$ cat src/rtl/alu_pkg.sv
// -----------------------------------------------------------------------------
// alu_pkg
// Shared definitions for the iterative ALU: mode select values, arithmetic and
// logic opcode encodings, the control FSM state encoding and the packed
// comparison-flag bundle that travels with each result.
// -----------------------------------------------------------------------------
package alu_pkg;

    // mode input
    localparam logic MODE_ARITH = 1'b0;
    localparam logic MODE_LOGIC = 1'b1;

    // Arithmetic opcodes (mode 0)
    localparam logic [2:0] OP_ADD = 3'b000;
    localparam logic [2:0] OP_SUB = 3'b001;
    localparam logic [2:0] OP_MUL = 3'b010;
    localparam logic [2:0] OP_DIV = 3'b011;
    localparam logic [2:0] OP_INC = 3'b100;
    localparam logic [2:0] OP_DEC = 3'b101;
    localparam logic [2:0] OP_CMP = 3'b110;
    localparam logic [2:0] OP_RSV = 3'b111;

    // Logic opcodes (mode 1)
    localparam logic [2:0] LOP_AND  = 3'b000;
    localparam logic [2:0] LOP_OR   = 3'b001;
    localparam logic [2:0] LOP_XOR  = 3'b010;
    localparam logic [2:0] LOP_NOT  = 3'b011;
    localparam logic [2:0] LOP_SHL  = 3'b100;
    localparam logic [2:0] LOP_SHR  = 3'b101;
    localparam logic [2:0] LOP_PASS = 3'b110;
    localparam logic [2:0] LOP_NAND = 3'b111;

    // Control FSM
    typedef enum logic [1:0] {
        IDLE = 2'b00,
        MUL  = 2'b01,
        DIV  = 2'b10,
        DONE = 2'b11
    } state_t;

    // Operand comparison flags, captured when an operation is accepted
    typedef struct packed {
        logic za;
        logic zb;
        logic eq;
        logic gt;
        logic lt;
    } flags_t;

endpackage

$ cat src/rtl/alu_muldiv_core.sv
// -----------------------------------------------------------------------------
// alu_muldiv_core
// Iterative unsigned multiply (shift-add) and restoring divide sharing one
// 2*WIDTH accumulator, one operand register and one iteration counter.
//
// Ports:
//   clk, rst_n  clock / asynchronous active-low reset
//   start_i     load operands and clear the counter (one cycle)
//   div_i       with start_i: 1 = divide, 0 = multiply
//   step_i      perform one iteration this cycle
//   a_i, b_i    operands (multiplicand/multiplier or dividend/divisor)
//   done_o      high during the final iteration
//   result_o    accumulator value after this cycle's iteration; valid as the
//               final result when done_o is high
//                 multiply: a*b        divide: {a%b, a/b}
// -----------------------------------------------------------------------------
module alu_muldiv_core #(
    parameter int WIDTH = 16,
    parameter int CNT_W = $clog2(WIDTH + 1)
) (
    input  logic               clk,
    input  logic               rst_n,
    input  logic               start_i,
    input  logic               div_i,
    input  logic               step_i,
    input  logic [WIDTH-1:0]   a_i,
    input  logic [WIDTH-1:0]   b_i,
    output logic               done_o,
    output logic [2*WIDTH-1:0] result_o
);

    logic [2*WIDTH-1:0] acc_q, acc_d;
    logic [WIDTH-1:0]   opnd_q;
    logic               div_q;
    logic [CNT_W-1:0]   cnt_q, cnt_d;

    logic [2*WIDTH-1:0] step_val;
    logic [WIDTH-1:0]   addend;
    logic [WIDTH:0]     mul_sum;
    logic [WIDTH:0]     rem_sh;
    logic [WIDTH:0]     trial;

    // Multiply: acc = {partial product, remaining multiplier bits}. Add the
    // multiplicand into the upper half when the multiplier LSB is set, then
    // shift the whole thing (including the add carry) right by one.
    assign addend  = acc_q[0] ? opnd_q : '0;
    assign mul_sum = {1'b0, acc_q[2*WIDTH-1:WIDTH]} + {1'b0, addend};

    // Divide: acc = {partial remainder, dividend/quotient}. Shift left one,
    // try subtracting the divisor from the remainder; keep the difference and
    // shift in a 1 when it does not go negative. The remainder is always below
    // the divisor, so the shifted remainder fits in WIDTH+1 bits and trial's
    // MSB is the borrow.
    assign rem_sh = {acc_q[2*WIDTH-1:WIDTH], acc_q[WIDTH-1]};
    assign trial  = rem_sh - {1'b0, opnd_q};

    // NOTE: every signal assigned in an always_comb gets a default first, so
    // no path leaves it unassigned and no latch is inferred.
    always_comb begin
        step_val = acc_q;
        if (div_q) begin
            if (trial[WIDTH]) begin
                step_val = {rem_sh[WIDTH-1:0], acc_q[WIDTH-2:0], 1'b0};
            end else begin
                step_val = {trial[WIDTH-1:0], acc_q[WIDTH-2:0], 1'b1};
            end
        end else begin
            step_val = {mul_sum, acc_q[WIDTH-1:1]};
        end
    end

    always_comb begin
        acc_d = acc_q;
        cnt_d = cnt_q;
        if (start_i) begin
            // Multiplier (b) or dividend (a) goes into the low half.
            acc_d = {{WIDTH{1'b0}}, (div_i ? a_i : b_i)};
            cnt_d = '0;
        end else if (step_i) begin
            acc_d = step_val;
            cnt_d = cnt_q + 1'b1;
        end
    end

    // NOTE: sequential state uses non-blocking assignments so every register
    // samples the pre-edge values, independent of statement order.
    always_ff @(posedge clk or negedge rst_n) begin
        if (!rst_n) begin
            acc_q  <= '0;
            opnd_q <= '0;
            div_q  <= 1'b0;
            cnt_q  <= '0;
        end else begin
            acc_q <= acc_d;
            cnt_q <= cnt_d;
            if (start_i) begin
                opnd_q <= div_i ? b_i : a_i;
                div_q  <= div_i;
            end
        end
    end

    // The counter reaches WIDTH on the same edge as the last iteration.
    assign done_o   = step_i && (cnt_q == CNT_W'(WIDTH - 1));
    assign result_o = step_val;

endmodule

$ cat src/rtl/alu_iter.sv
// -----------------------------------------------------------------------------
// alu_iter
// WIDTH-bit ALU with valid/ready handshakes. Logic, add/sub, inc/dec and
// compare finish in one cycle; multiply and divide iterate WIDTH cycles in
// alu_muldiv_core. Results and flags are held until the consumer accepts them.
//
// Ports:
//   clk, rst_n            clock / asynchronous active-low reset
//   in_valid, in_ready    input handshake (accept = in_valid & in_ready)
//   a, b                  unsigned operands
//   mode, opcode          0 = arithmetic, 1 = logic; operation select
//   out_valid, out_ready  output handshake
//   out_alu               2*WIDTH result
//   za, zb, eq, gt, lt    operand comparison flags of the held result
//   zr                    out_alu == 0
//   err                   divide by zero
// -----------------------------------------------------------------------------
module alu_iter
    import alu_pkg::*;
#(
    parameter int WIDTH = 16,
    parameter int CNT_W = $clog2(WIDTH + 1)
) (
    input  logic               clk,
    input  logic               rst_n,
    input  logic               in_valid,
    output logic               in_ready,
    input  logic [WIDTH-1:0]   a,
    input  logic [WIDTH-1:0]   b,
    input  logic               mode,
    input  logic [2:0]         opcode,
    output logic               out_valid,
    input  logic               out_ready,
    output logic [2*WIDTH-1:0] out_alu,
    output logic               za,
    output logic               zb,
    output logic               eq,
    output logic               gt,
    output logic               lt,
    output logic               zr,
    output logic               err
);

    state_t state_q, state_d;

    logic               accept;
    logic               is_mul, is_div, div_by_zero, iter_op;
    logic               step, core_done;
    logic [2*WIDTH-1:0] core_result;

    logic [2*WIDTH-1:0] out_alu_q;
    flags_t             flags_q, flags_pend_q, in_flags;
    logic               zr_q, err_q;

    // ------------------------------------------------------------------
    // Handshake and operation classification
    // ------------------------------------------------------------------
    assign in_ready  = (state_q == IDLE) || ((state_q == DONE) && out_ready);
    assign out_valid = (state_q == DONE);
    assign accept    = in_valid && in_ready;

    assign is_mul      = (mode == MODE_ARITH) && (opcode == OP_MUL);
    assign div_by_zero = (mode == MODE_ARITH) && (opcode == OP_DIV) && (b == '0);
    // Divide by zero needs no iterations and completes like a single-cycle op.
    assign is_div      = (mode == MODE_ARITH) && (opcode == OP_DIV) && (b != '0);
    assign iter_op     = is_mul || is_div;

    assign in_flags = '{za: (a == '0), zb: (b == '0), eq: (a == b),
                        gt: (a > b),   lt: (a < b)};

    // ------------------------------------------------------------------
    // Single-cycle datapath
    // ------------------------------------------------------------------
    logic [WIDTH:0]       add_w, sub_w;
    logic [WIDTH-1:0]     inc_w, dec_w, shl_w, shr_w;
    logic [CNT_W-1:0]     shamt;
    logic                 shift_oob;
    logic [2*WIDTH-1:0]   single_res;

    assign add_w = {1'b0, a} + {1'b0, b};
    assign sub_w = {1'b0, a} - {1'b0, b};   // MSB is the borrow (a < b)
    assign inc_w = a + 1'b1;
    assign dec_w = a - 1'b1;

    assign shamt     = b[CNT_W-1:0];
    assign shift_oob = (shamt >= CNT_W'(WIDTH));
    assign shl_w     = shift_oob ? '0 : (a << shamt);
    assign shr_w     = shift_oob ? '0 : (a >> shamt);

    always_comb begin
        single_res = '0;
        if (mode == MODE_ARITH) begin
            case (opcode)
                OP_ADD:  single_res = {{(WIDTH-1){1'b0}}, add_w};
                OP_SUB:  single_res = {{(WIDTH-1){1'b0}}, sub_w};
                OP_DIV:  single_res = {a, {WIDTH{1'b1}}};  // b == 0 only
                OP_INC:  single_res = {{WIDTH{1'b0}}, inc_w};
                OP_DEC:  single_res = {{WIDTH{1'b0}}, dec_w};
                default: single_res = '0;                  // MUL, CMP, reserved
            endcase
        end else begin
            case (opcode)
                LOP_AND:  single_res = {{WIDTH{1'b0}}, a & b};
                LOP_OR:   single_res = {{WIDTH{1'b0}}, a | b};
                LOP_XOR:  single_res = {{WIDTH{1'b0}}, a ^ b};
                LOP_NOT:  single_res = {{WIDTH{1'b0}}, ~a};
                LOP_SHL:  single_res = {{WIDTH{1'b0}}, shl_w};
                LOP_SHR:  single_res = {{WIDTH{1'b0}}, shr_w};
                LOP_PASS: single_res = {{WIDTH{1'b0}}, a};
                default:  single_res = {{WIDTH{1'b0}}, ~(a & b)};
            endcase
        end
    end

    // ------------------------------------------------------------------
    // Iterative multiply / divide
    // ------------------------------------------------------------------
    assign step = (state_q == MUL) || (state_q == DIV);

    alu_muldiv_core #(
        .WIDTH (WIDTH),
        .CNT_W (CNT_W)
    ) u_muldiv (
        .clk      (clk),
        .rst_n    (rst_n),
        .start_i  (accept && iter_op),
        .div_i    (is_div),
        .step_i   (step),
        .a_i      (a),
        .b_i      (b),
        .done_o   (core_done),
        .result_o (core_result)
    );

    // ------------------------------------------------------------------
    // Control FSM
    // ------------------------------------------------------------------
    always_comb begin
        state_d = state_q;
        case (state_q)
            IDLE, DONE: begin
                if (accept) begin
                    if (is_mul) begin
                        state_d = MUL;
                    end else if (is_div) begin
                        state_d = DIV;
                    end else begin
                        state_d = DONE;
                    end
                end else if ((state_q == DONE) && out_ready) begin
                    state_d = IDLE;
                end
            end
            MUL, DIV: begin
                if (core_done) begin
                    state_d = DONE;
                end
            end
            default: state_d = IDLE;
        endcase
    end

    always_ff @(posedge clk or negedge rst_n) begin
        if (!rst_n) begin
            state_q <= IDLE;
        end else begin
            state_q <= state_d;
        end
    end

    // ------------------------------------------------------------------
    // Output registers: written only on entry to DONE. Iterative ops park
    // their accept-time flags in flags_pend_q until the core finishes.
    // ------------------------------------------------------------------
    always_ff @(posedge clk or negedge rst_n) begin
        if (!rst_n) begin
            out_alu_q    <= '0;
            flags_q      <= '0;
            flags_pend_q <= '0;
            zr_q         <= 1'b0;
            err_q        <= 1'b0;
        end else if (accept) begin
            err_q <= div_by_zero;
            if (iter_op) begin
                flags_pend_q <= in_flags;
            end else begin
                out_alu_q <= single_res;
                flags_q   <= in_flags;
                zr_q      <= (single_res == '0);
            end
        end else if (core_done) begin
            out_alu_q <= core_result;
            flags_q   <= flags_pend_q;
            zr_q      <= (core_result == '0);
        end
    end

    assign out_alu = out_alu_q;
    assign za      = flags_q.za;
    assign zb      = flags_q.zb;
    assign eq      = flags_q.eq;
    assign gt      = flags_q.gt;
    assign lt      = flags_q.lt;
    assign zr      = zr_q;
    assign err     = err_q;

endmodule

$ cat config.mk
export PLATFORM = sky130hd
export DESIGN_NAME = alu_iter
export DESIGN_NICKNAME = d
export VERILOG_FILES = /design/src/rtl/alu_pkg.sv /design/src/rtl/alu_muldiv_core.sv /design/src/rtl/alu_iter.sv
export SDC_FILE = /design/constraint.sdc
export NUM_CORES = 1
export LEC_CHECK = 0
export ABC_AREA = 0
export ABC_CLOCK_PERIOD_IN_PS = 8870
export CAP_MARGIN = 20
export CORE_MARGIN = 8
export CORE_UTILIZATION = 45
export DETAILED_ROUTE_END_ITERATION = 16
export MAX_ROUTING_LAYER = met4
export PLACE_DENSITY = 0.65
export SLEW_MARGIN = 20
export SYNTH_ARGS = -nofsm -noshare
export SYNTH_HDL_FRONTEND = slang
export SYNTH_SLANG_ARGS = --single-unit
$ cat constraint.sdc
create_clock -name clk -period 8.87 [get_ports clk]
set_input_delay 1.774 -clock clk [delete_from_list [all_inputs] [get_ports clk]]
set_output_delay 1.774 -clock clk [all_outputs]
set_load 0.1 [all_outputs]
-- Word-level counts from Yosys, hierarchy flattened
Index checks and enable logic that the tools add are counted.
- latch bits: 0
- register bits after elaboration: 100
- output and inout bits: 41
- bits in read-only memories: 0
- bits in writable memories: 0
- input port bits: 40
- word-level logic and storage cells: 104
- memories kept: 0
- reduce and logical (&&, ||, !) cells: 25
- add/sub/neg operators: 7
- shift operators: 2
- $mul: 0
- multiplexer cells: 29
- div/mod/pow operators: 0
- order comparisons: 3
- eq/ne operators: 14
- bitwise logic cells: 6
- operator list (cell ; number):
    $mux 32 ; 8
    $pmux 32 s5 ; 1
    $pmux 16 s7 ; 1
    $mux 16 ; 5
    $logic_not 32->1 ; 2
    $add 16x16->17 ; 2
    $logic_not 16->1 ; 2
    $not 16->16 ; 2
    $mux 5 ; 5
    $sub 16x16->17 ; 1
    $sub 17x16->17 ; 1
    $add 16x1->16 const B ; 1
    $and 16x16->16 ; 1
    $eq 16x16->1 ; 1
    $gt 16x16->1 ; 1
    $lt 16x16->1 ; 1
    $or 16x16->16 ; 1
    $reduce_bool 16->1 ; 1
    $shl 16x5->16 ; 1
    $shr 16x5->16 ; 1
    $sub 16x1->16 const B ; 1
    $xor 16x16->16 ; 1
    $eq 3x3->1 const B ; 3
    $logic_and 1x1->1 ; 8
    other kinds (19) ; 34

-- Logic depth before layout (Yosys ltp)
Gate-level depths: netlist of run 1.
- word-level depth: 7
- depth in mapped cells: 16
- mapped depth without buffers: 14

-- Cells and area by module
A second synthesis of run 1 with hierarchy kept.
- cells, all modules: 1616
- area total of the unflattened synthesis: 12502.0 um^2
- modules (own cells, without submodules) (module ; area an instance (um^2) ; sequential area each (um^2) ; instances ; cells an instance):
    alu_iter ; 7772.5 ; 1151.1 ; 1 ; 1069
    alu_muldiv_core ; 4729.5 ; 1351.3 ; 1 ; 547

-- Least setup slack after synthesis of run 1
No wires, ideal clock.
- kind: in2reg
- from: input a[6]
- to: register zr_q (netlist: zr)
- stages on the path: 15
- buffers on the path: 3
- setup time: 0.080 ns
- data required time: 8.790 ns
- data arrival time: 5.372 ns
- slack: 3.418 ns
- cells stage by stage: clkbuf_1 -> clkbuf_1 -> inv_1 -> ha_1 -> clkbuf_1 -> inv_1 -> a2111oi_0 -> a311oi_1 -> o21ai_0 -> and3_1 -> o21ai_0 -> a221o_1 -> or3_1 -> or4_1 -> o211ai_2
- cells in the longest elaborated chain, start to end: 7
- elaborated cells on any way between the ends: 19
- classes of those cells: add/sub: 4; shift: 2; mux: 7; bitwise: 5; reduce/logical: 1
- RTL lines (item ; RTL line ; RTL):
    start, declared ; alu_iter.sv:28 ; input logic [WIDTH-1:0] a,
    parallel branches: the longest is 3 deep, another holds $sub 16x1->16 ; - ;
    $mux 32 (*) ; alu_iter.sv:92 ; if (mode == MODE_ARITH) begin
    $logic_not 32->1 (*) ; alu_iter.sv:189 ; zr_q <= (single_res == '0);
    $mux 1 (*) ; alu_iter.sv:184 ; if (iter_op) begin
    $mux 1 (*) ; alu_iter.sv:182 ; end else if (accept) begin
    end signal, assigned ; alu_iter.sv:189 ;
    end signal, assigned ; alu_iter.sv:194 ; zr_q <= (core_result == '0);
    end, declared ; alu_iter.sv:53 ; logic zr_q, err_q;
Mark *: on every way between the ends. The select of a mux whose other input is x is not followed.
A chain may end at the register's enable or synchronous reset.

-- Worst setup path in the final report of run 1
- from: input b[3]
- to: register zr_q (netlist: zr)
- cells in the longest elaborated chain, start to end: 7
- elaborated cells on any way between the ends: 22
- classes of those cells: add/sub: 2; order compare: 1; eq/ne: 1; shift: 2; mux: 7; bitwise: 4; reduce/logical: 5
- RTL lines (item ; RTL line ; RTL):
    start, declared ; alu_iter.sv:29 ; input logic [WIDTH-1:0] b,
    parallel branches: the longest is 7 deep, another holds $sub 16x16->17 ; - ;
Several ways; the timed one is not identified. The select of a mux whose other input is x is not followed.

==> flow_metrics.tcl, run 1 <==
set metrics [dict create \
    synth.most_common_cell "nand2_1" \
    setup-violations-final 0 \
    cts_hold_buffers 0 \
    status "complete, no violations" \
    synth_fp_nets 1819 \
    synth_commonest_cells "nand2_1, nor2_1, o21ai_0, a21oi_1, dfrtp_1" \
    numCtsBuffers 9 \
    cts_tree "done" \
    overflow 0 \
    path_common_cell "o21ai_0" \
    postRouteAntennaNets 0 \
    cp-start-kind "input port" \
    slew_violations 0 \
    fmaxAchievable_mhz 158 \
    drc_errors 0 \
    leakage_nw 5.84 \
    crit_type "input port to register" \
    rsz0062_at_grt "no" \
    grt_pass1_vias 13200 \
    grt_usage_pct 33.4 \
    clkSinkCount 100 \
    synth_seq_cells 100 \
    ys_top_cells_by_area "dfrtp_1, ha_1, mux2i_1" \
    critPathMaxFanout 17 \
    first_pass_iters 6 \
    drive_above_1_share_pct 6.96 \
    yosysSeqAreaShare_pct 19.8 \
    synth_cell_types 80 \
    yosysTopAreaCell "dfrtp_1" \
    yosysTopAreaCellShare_pct 19.8 \
    hold_viol_final 0 \
    fin_nets 1822 \
    cp.arrival_ns 6.62 \
    io_pins 81 \
    n_fill_cell 2815 \
    clkTransAtPathRegs_ns 0.09 \
    cp_slowest_stage_delay_ns 0.91 \
    synthArstFlopShare_pct 100 \
    synth.cell_area_mm2 0.0126 \
    port_buffers 80 \
    synthCells 1687 \
    place_hpwl_um 42200 \
    area_growth_pct 11.0 \
    synth_warnings 0 \
    die-width_um 184 \
    hp-class "register to register" \
    cp.required_ns 9.16 \
    drtIter0Drc 1616 \
    synth_edf_count 0 \
    clkLatencyLatePin_ns 0.36 \
    finalCritPeriodShare_pct 71.4 \
    fin_setup_tns_ns 0 \
    coreArea_mm2 0.0277 \
    start_util_pct 45.6 \
    vias 13800 \
    crit_path_end_kind "register" \
    synth_ff_type "dfrtp_1" \
    cap_violations 0 \
    cts_setup_buffers 0 \
    post_cts_resized 0 \
    syn_area_per_cell_um2 7.48 \
    min_period_ns 6.33 \
    antenna_found_initial 0 \
    wl_per_cell_um 27.0 \
    clock_path_buffers 2 \
    peakVddDrop_mv 0.162 \
    dieArea_mm2 0.0337 \
    hold_ws_ns 0.479 \
    power_density_mw_per_mm2 363 \
    die_h_um 184 \
    slew_headroom_pct 27.9 \
    htree_levels 3 \
    rows 61 \
    tightest_slew_ns 1.05 \
    grt_start_max_net_pins 74 \
    cp_top_family "compound AO/OA/AOI/OAI gates" \
    path_cells "clkdlybuf4s50_1 -> inv_1 -> ha_1 -> nor4_1 -> nand2_1 -> a311oi_1 -> o21ai_0 -> a21oi_1 -> o21ai_0 -> a221o_1 -> or3_1 -> or4_1 -> o211ai_2" \
    insertedDiodeCount 0 \
    routed_via_density 6.68 \
    crit_slowest_cell "clkdlybuf4s50_1" \
    root_buffer "clkbuf_16" \
    worst_clock_skew_ns 0.0135 \
    cp_num_buf_inv 2 \
    routed_wl_um 55900 \
    gp_congestion 1.03 \
    grt_pass1_wl_um 84100 \
]
worst paths after layout:
check / from / endpoint / slack [ns] / depth (start not counted)
worst max-delay path: b[3] / zr / 2.54 / 13
worst min-delay path: out_alu[27] / out_alu[27] / 0.48 / 2
worst max register to register: u_muldiv.acc_q[15] / zr / 4.43 / 16
worst min register to register: out_alu[27] / out_alu[27] / 0.48 / 2
max in group asynchronous: rst_n / flags_pend_q[2] / 6.28 / 2
min in group asynchronous: rst_n / u_muldiv.acc_q[23] / 1.39 / 1
state kept, by name (all words and copies together) (netlist names), 2 cells and up:
register / count
state_q: 2
out_alu: 32
u_muldiv.acc_q: 32
u_muldiv.opnd_q: 16
flags_pend_q: 5
u_muldiv.cnt_q: 5
metrics by stage:
step,std cells,utilization (%),instance area [um^2],total power (W),setup WS (ns)
2_1_floorplan,1687,-,12600,0.00358,3.42
3_3_place_gp,2057,49.5,13700,0.00458,2.36
3_5_place_dp,2057,49.5,13700,0.00462,2.35
4_1_cts,2073,50.6,14000,0.00505,2.72
5_1_grt,2073,50.6,14000,0.00544,2.22
6_report,2073,50.6,14000,0.00509,2.54
tightest hold or removal path, cell delays in order (launching register included):
cell,delay (ns)
dfrtp_1,0.34
nand2_1,0.04
o21ai_0,0.06
layout by cell type (no fill, tap or decap), types with 19 or more instances in the layout:
cell type,instances
ha_1,87
o21ai_0,132
mux2i_1,81
nand3_1,46
mux2_2,21
nor3_1,50
a211oi_1,29
a21oi_1,112
a22oi_1,19
o211ai_1,21
nand2_1,186
buf_4,40
xnor2_1,35
dfrtp_1,100
nor2_1,149
and2_1,27
inv_1,78
clkdlybuf4s50_1,75
nor4_1,21
nand4_1,19
metal layers:
metal	GRT usage, %	vias to the layer above	routed length, um
li1	-	6256	-
met1	42.5	6704	23100
met2	51.8	722	25200
met3	3.40	162	4150
met4	17.9	0	3440
met5	-	-	0
kinds of logic (layout without fill, tap and decap cells):
kind of cell / count (synthesis) / after routing / share of synthesized area, %
buf+inv: 212 / 220 / 6.55
fa+ha+maj: 92 / 92 / 9.35
flops: 100 / 100 / 19.8
simple gates: 613 / 613 / 23.4
mux: 119 / 119 / 11.4
xor+xnor: 46 / 46 / 3.19
compound gates: 505 / 505 / 26.3
layout make-up:
type | count | area [um^2] | area share, %
tap | 378 | 473 | 3.37
multi-input combinational | 1375 | 9340 | 66.6
timing repair buffer | 119 | 1070 | 7.64
clock buffer | 9 | 225 | 1.61
clock inverter | 7 | 91.3 | 0.651
sequential | 100 | 2500 | 17.8
inverter | 85 | 319 | 2.28
where the power goes:
group          total [W]  switching (W)  internal, W
sequential      0.000878       0.000202     0.000676
clock           0.000413       0.000209     0.000204
combinational    0.00380        0.00252      0.00128
Note: power is estimated with default switching activity, not from simulation.
==> inputs of run 2 (changes only) <==
--- a/config.mk
+++ b/config.mk
@@ -6,13 +6,13 @@
 export NUM_CORES = 1
 export LEC_CHECK = 0
 export ABC_AREA = 0
-export ABC_CLOCK_PERIOD_IN_PS = 8870
+export ABC_CLOCK_PERIOD_IN_PS = 5400
 export CAP_MARGIN = 20
 export CORE_MARGIN = 8
 export CORE_UTILIZATION = 45
 export DETAILED_ROUTE_END_ITERATION = 16
 export MAX_ROUTING_LAYER = met4
-export PLACE_DENSITY = 0.65
+export PLACE_DENSITY = 0.68
 export SLEW_MARGIN = 20
 export SYNTH_ARGS = -nofsm -noshare
 export SYNTH_HDL_FRONTEND = slang
==> constraint.sdc (replaced) <==
create_clock -name clk -period 5.4 [get_ports clk]
set_input_delay 1.08 -clock clk [delete_from_list [all_inputs] [get_ports clk]]
set_output_delay 1.08 -clock clk [all_outputs]
set_load 0.1 [all_outputs]
==> run 2 against run 1 <==
  * Final cell count is 3.1% higher
  * Global-route usage increased by 1.1 points
  * Routed wire length increased by 2.8%
  * Via count up 1.8%
  * Utilization grew 1.9 points
  * Clock power up 79%
  * Sequential power grew 64%
  * Largest cell class unchanged
==> flow_metrics.tcl, run 2 (synthesized netlist as in run 1, its figures left out) <==
set metrics [dict create \
    cts_setup_buffers 0 \
    power_density_mw_per_mm2 586 \
    r2r_slack_ns 1.03 \
    gp_congestion 1.04 \
    place_hpwl_um 44900 \
    whs_path_depth 2 \
    final_cell_area_mm2 0.0146 \
    grt_start_max_net_pins 74 \
    multiInputGateArea_mm2 0.00933 \
    layout_common_cells "nand2_1, nor2_1, o21ai_0" \
    busiest_layer "met2" \
    stdcell_count 2137 \
    grt_pass1_vias 13500 \
    r2r-end "zr" \
    tightest_slew_ns 1.05 \
    power_w 0.00852 \
    use_met1_pct 43.0 \
    first_pass_iters 6 \
    coreArea_mm2 0.0277 \
    grtUsageMet2_pct 52.6 \
    clkSinkCount 100 \
    setup-violations-final 0 \
    reg2reg_depth 16 \
    final_common_cell "nand2_1" \
    n_fill_cell 2745 \
    drc_errors 0 \
    cap_violations 0 \
    fin_ws_ns 0.230 \
    worst_clock_skew_ns 0.0167 \
    hold_viol_final 0 \
    placed_cell_area_mm2 0.0142 \
    hold_ws_ns 0.470 \
    wl_per_cell_um 26.9 \
    critPathMaxFanout 11 \
    register_area_mm2 0.00250 \
    clkLatencyLatePin_ns 0.36 \
    hold_start "flags_pend_q[4]" \
    hold_end "flags_pend_q[4]" \
    io_pins 81 \
    die_h_um 184 \
    peakVddDrop_mv 0.272 \
    root_buffer "clkbuf_16" \
    slew_headroom_pct 27.9 \
    numCtsBuffers 9 \
    overflow 0 \
    crit_path_end_kind "register" \
    dpl.cell_count 2121 \
    drtIter0Drc 1512 \
    insertedDiodeCount 0 \
    fin_nets 1886 \
    postRouteAntennaNets 0 \
    clkTransAtPathRegs_ns 0.07 \
    antenna_found_initial 0 \
    min_period_ns 5.17 \
    post_cts_resized 0 \
    hp-class "register to register" \
    grt_usage_pct 34.5 \
    gr-usage-met3_pct 4.15 \
    routed_wl_um 57400 \
    slew_violations 0 \
    pre_cts_slack_ns 0.00197 \
    status "complete, no violations" \
    cp.arrival_ns 5.45 \
    port_buffers 80 \
    area_growth_pct 15.2 \
    fmaxAchievable_mhz 193 \
    htree_levels 3 \
    crit_type "input port to register" \
    finalCritPeriodShare_pct 95.7 \
    rows 61 \
    vias 14100 \
    cts_tree "done" \
    dieArea_mm2 0.0337 \
    cts_hold_buffers 0 \
    start_util_pct 45.6 \
    rsz0062_at_grt "no" \
    r2r_start "u_muldiv.acc_q[15]" \
    leakage_nw 6.18 \
    die-width_um 184 \
    drive_above_1_share_pct 10.3 \
    routed_via_density 6.60 \
    grt_pass1_wl_um 86100 \
    cp-start-kind "input port" \
    clock_path_buffers 2 \
    cp.required_ns 5.68 \
]
==> run 2: critical path, cell delays in order <==
cell	delay, ns
clkdlybuf4s50_1	0.54
buf_4	0.23
buf_4	0.20
mux2_2	0.29
mux2i_1	0.23
o21ai_0	0.11
a2111oi_0	0.95
o21ai_0	0.49
nor2_1	0.20
nand4_1	0.10
or3_1	0.40
or4_1	0.54
o211ai_2	0.07
==> run 2: layer usage <==
metal	wire length [um]	part of all wire, %
met5	0	0
met4	3940	6.9
met3	4660	8.1
met2	25700	45
met1	23200	40
==> run 2: metrics by stage <==
step	util (%)	setup TNS, ns
final	52.5	0
after global routing	52.5	0
after global placement	51.3	-0.0130
after CTS	52.5	0
after detailed placement	51.3	0
after floorplan	-	0
==> run 2: how the worst max path moves through the flow <==
| stage | from | endpoint | slack [ns] | cells after the start |
|---|---|---|---|---|
| floorplan | a[6] | zr | 0.64 | 15 |
| finish | a[8] | zr | 0.23 | 13 |
| CTS | a[8] | zr | 0.36 | 13 |
| global route | a[8] | zr | 0.23 | 13 |
| detailed placement | a[8] | zr | 0.002 | 13 |
| global placement | a[8] | zr | -0.01 | 13 |
==> run 2: cell type report <==
| cell class | count | area share [%] |
|---|---|---|
| clock buffers | 9 | 1.55 |
| repair buffers | 183 | 10.9 |
| inverters | 85 | 2.19 |
| flip-flops and latches | 100 | 17.2 |
| clock inverters | 7 | 0.791 |
| well taps | 378 | 3.25 |
| multi-input cells | 1375 | 64.1 |
==> run 2: power by group <==
part	switching, W	internal (W)	total (W)	leakage (nW)
clock network	0.000320	0.000419	0.000738	0.163
registers	0.000331	0.00111	0.00144	1.20
logic	0.00416	0.00218	0.00634	4.81
total	0.00482	0.00371	0.00852	6.18
==> inputs of run 3 (changes only) <==
--- a/config.mk
+++ b/config.mk
@@ -11,6 +11,7 @@
 export CORE_MARGIN = 8
 export CORE_UTILIZATION = 45
 export DETAILED_ROUTE_END_ITERATION = 16
+export HOLD_SLACK_MARGIN = 0.12
 export MAX_ROUTING_LAYER = met4
 export PLACE_DENSITY = 0.68
 export SLEW_MARGIN = 20
==> results of run 3 <==
The final DEF is identical to that of run 2; final timing and power are the same.
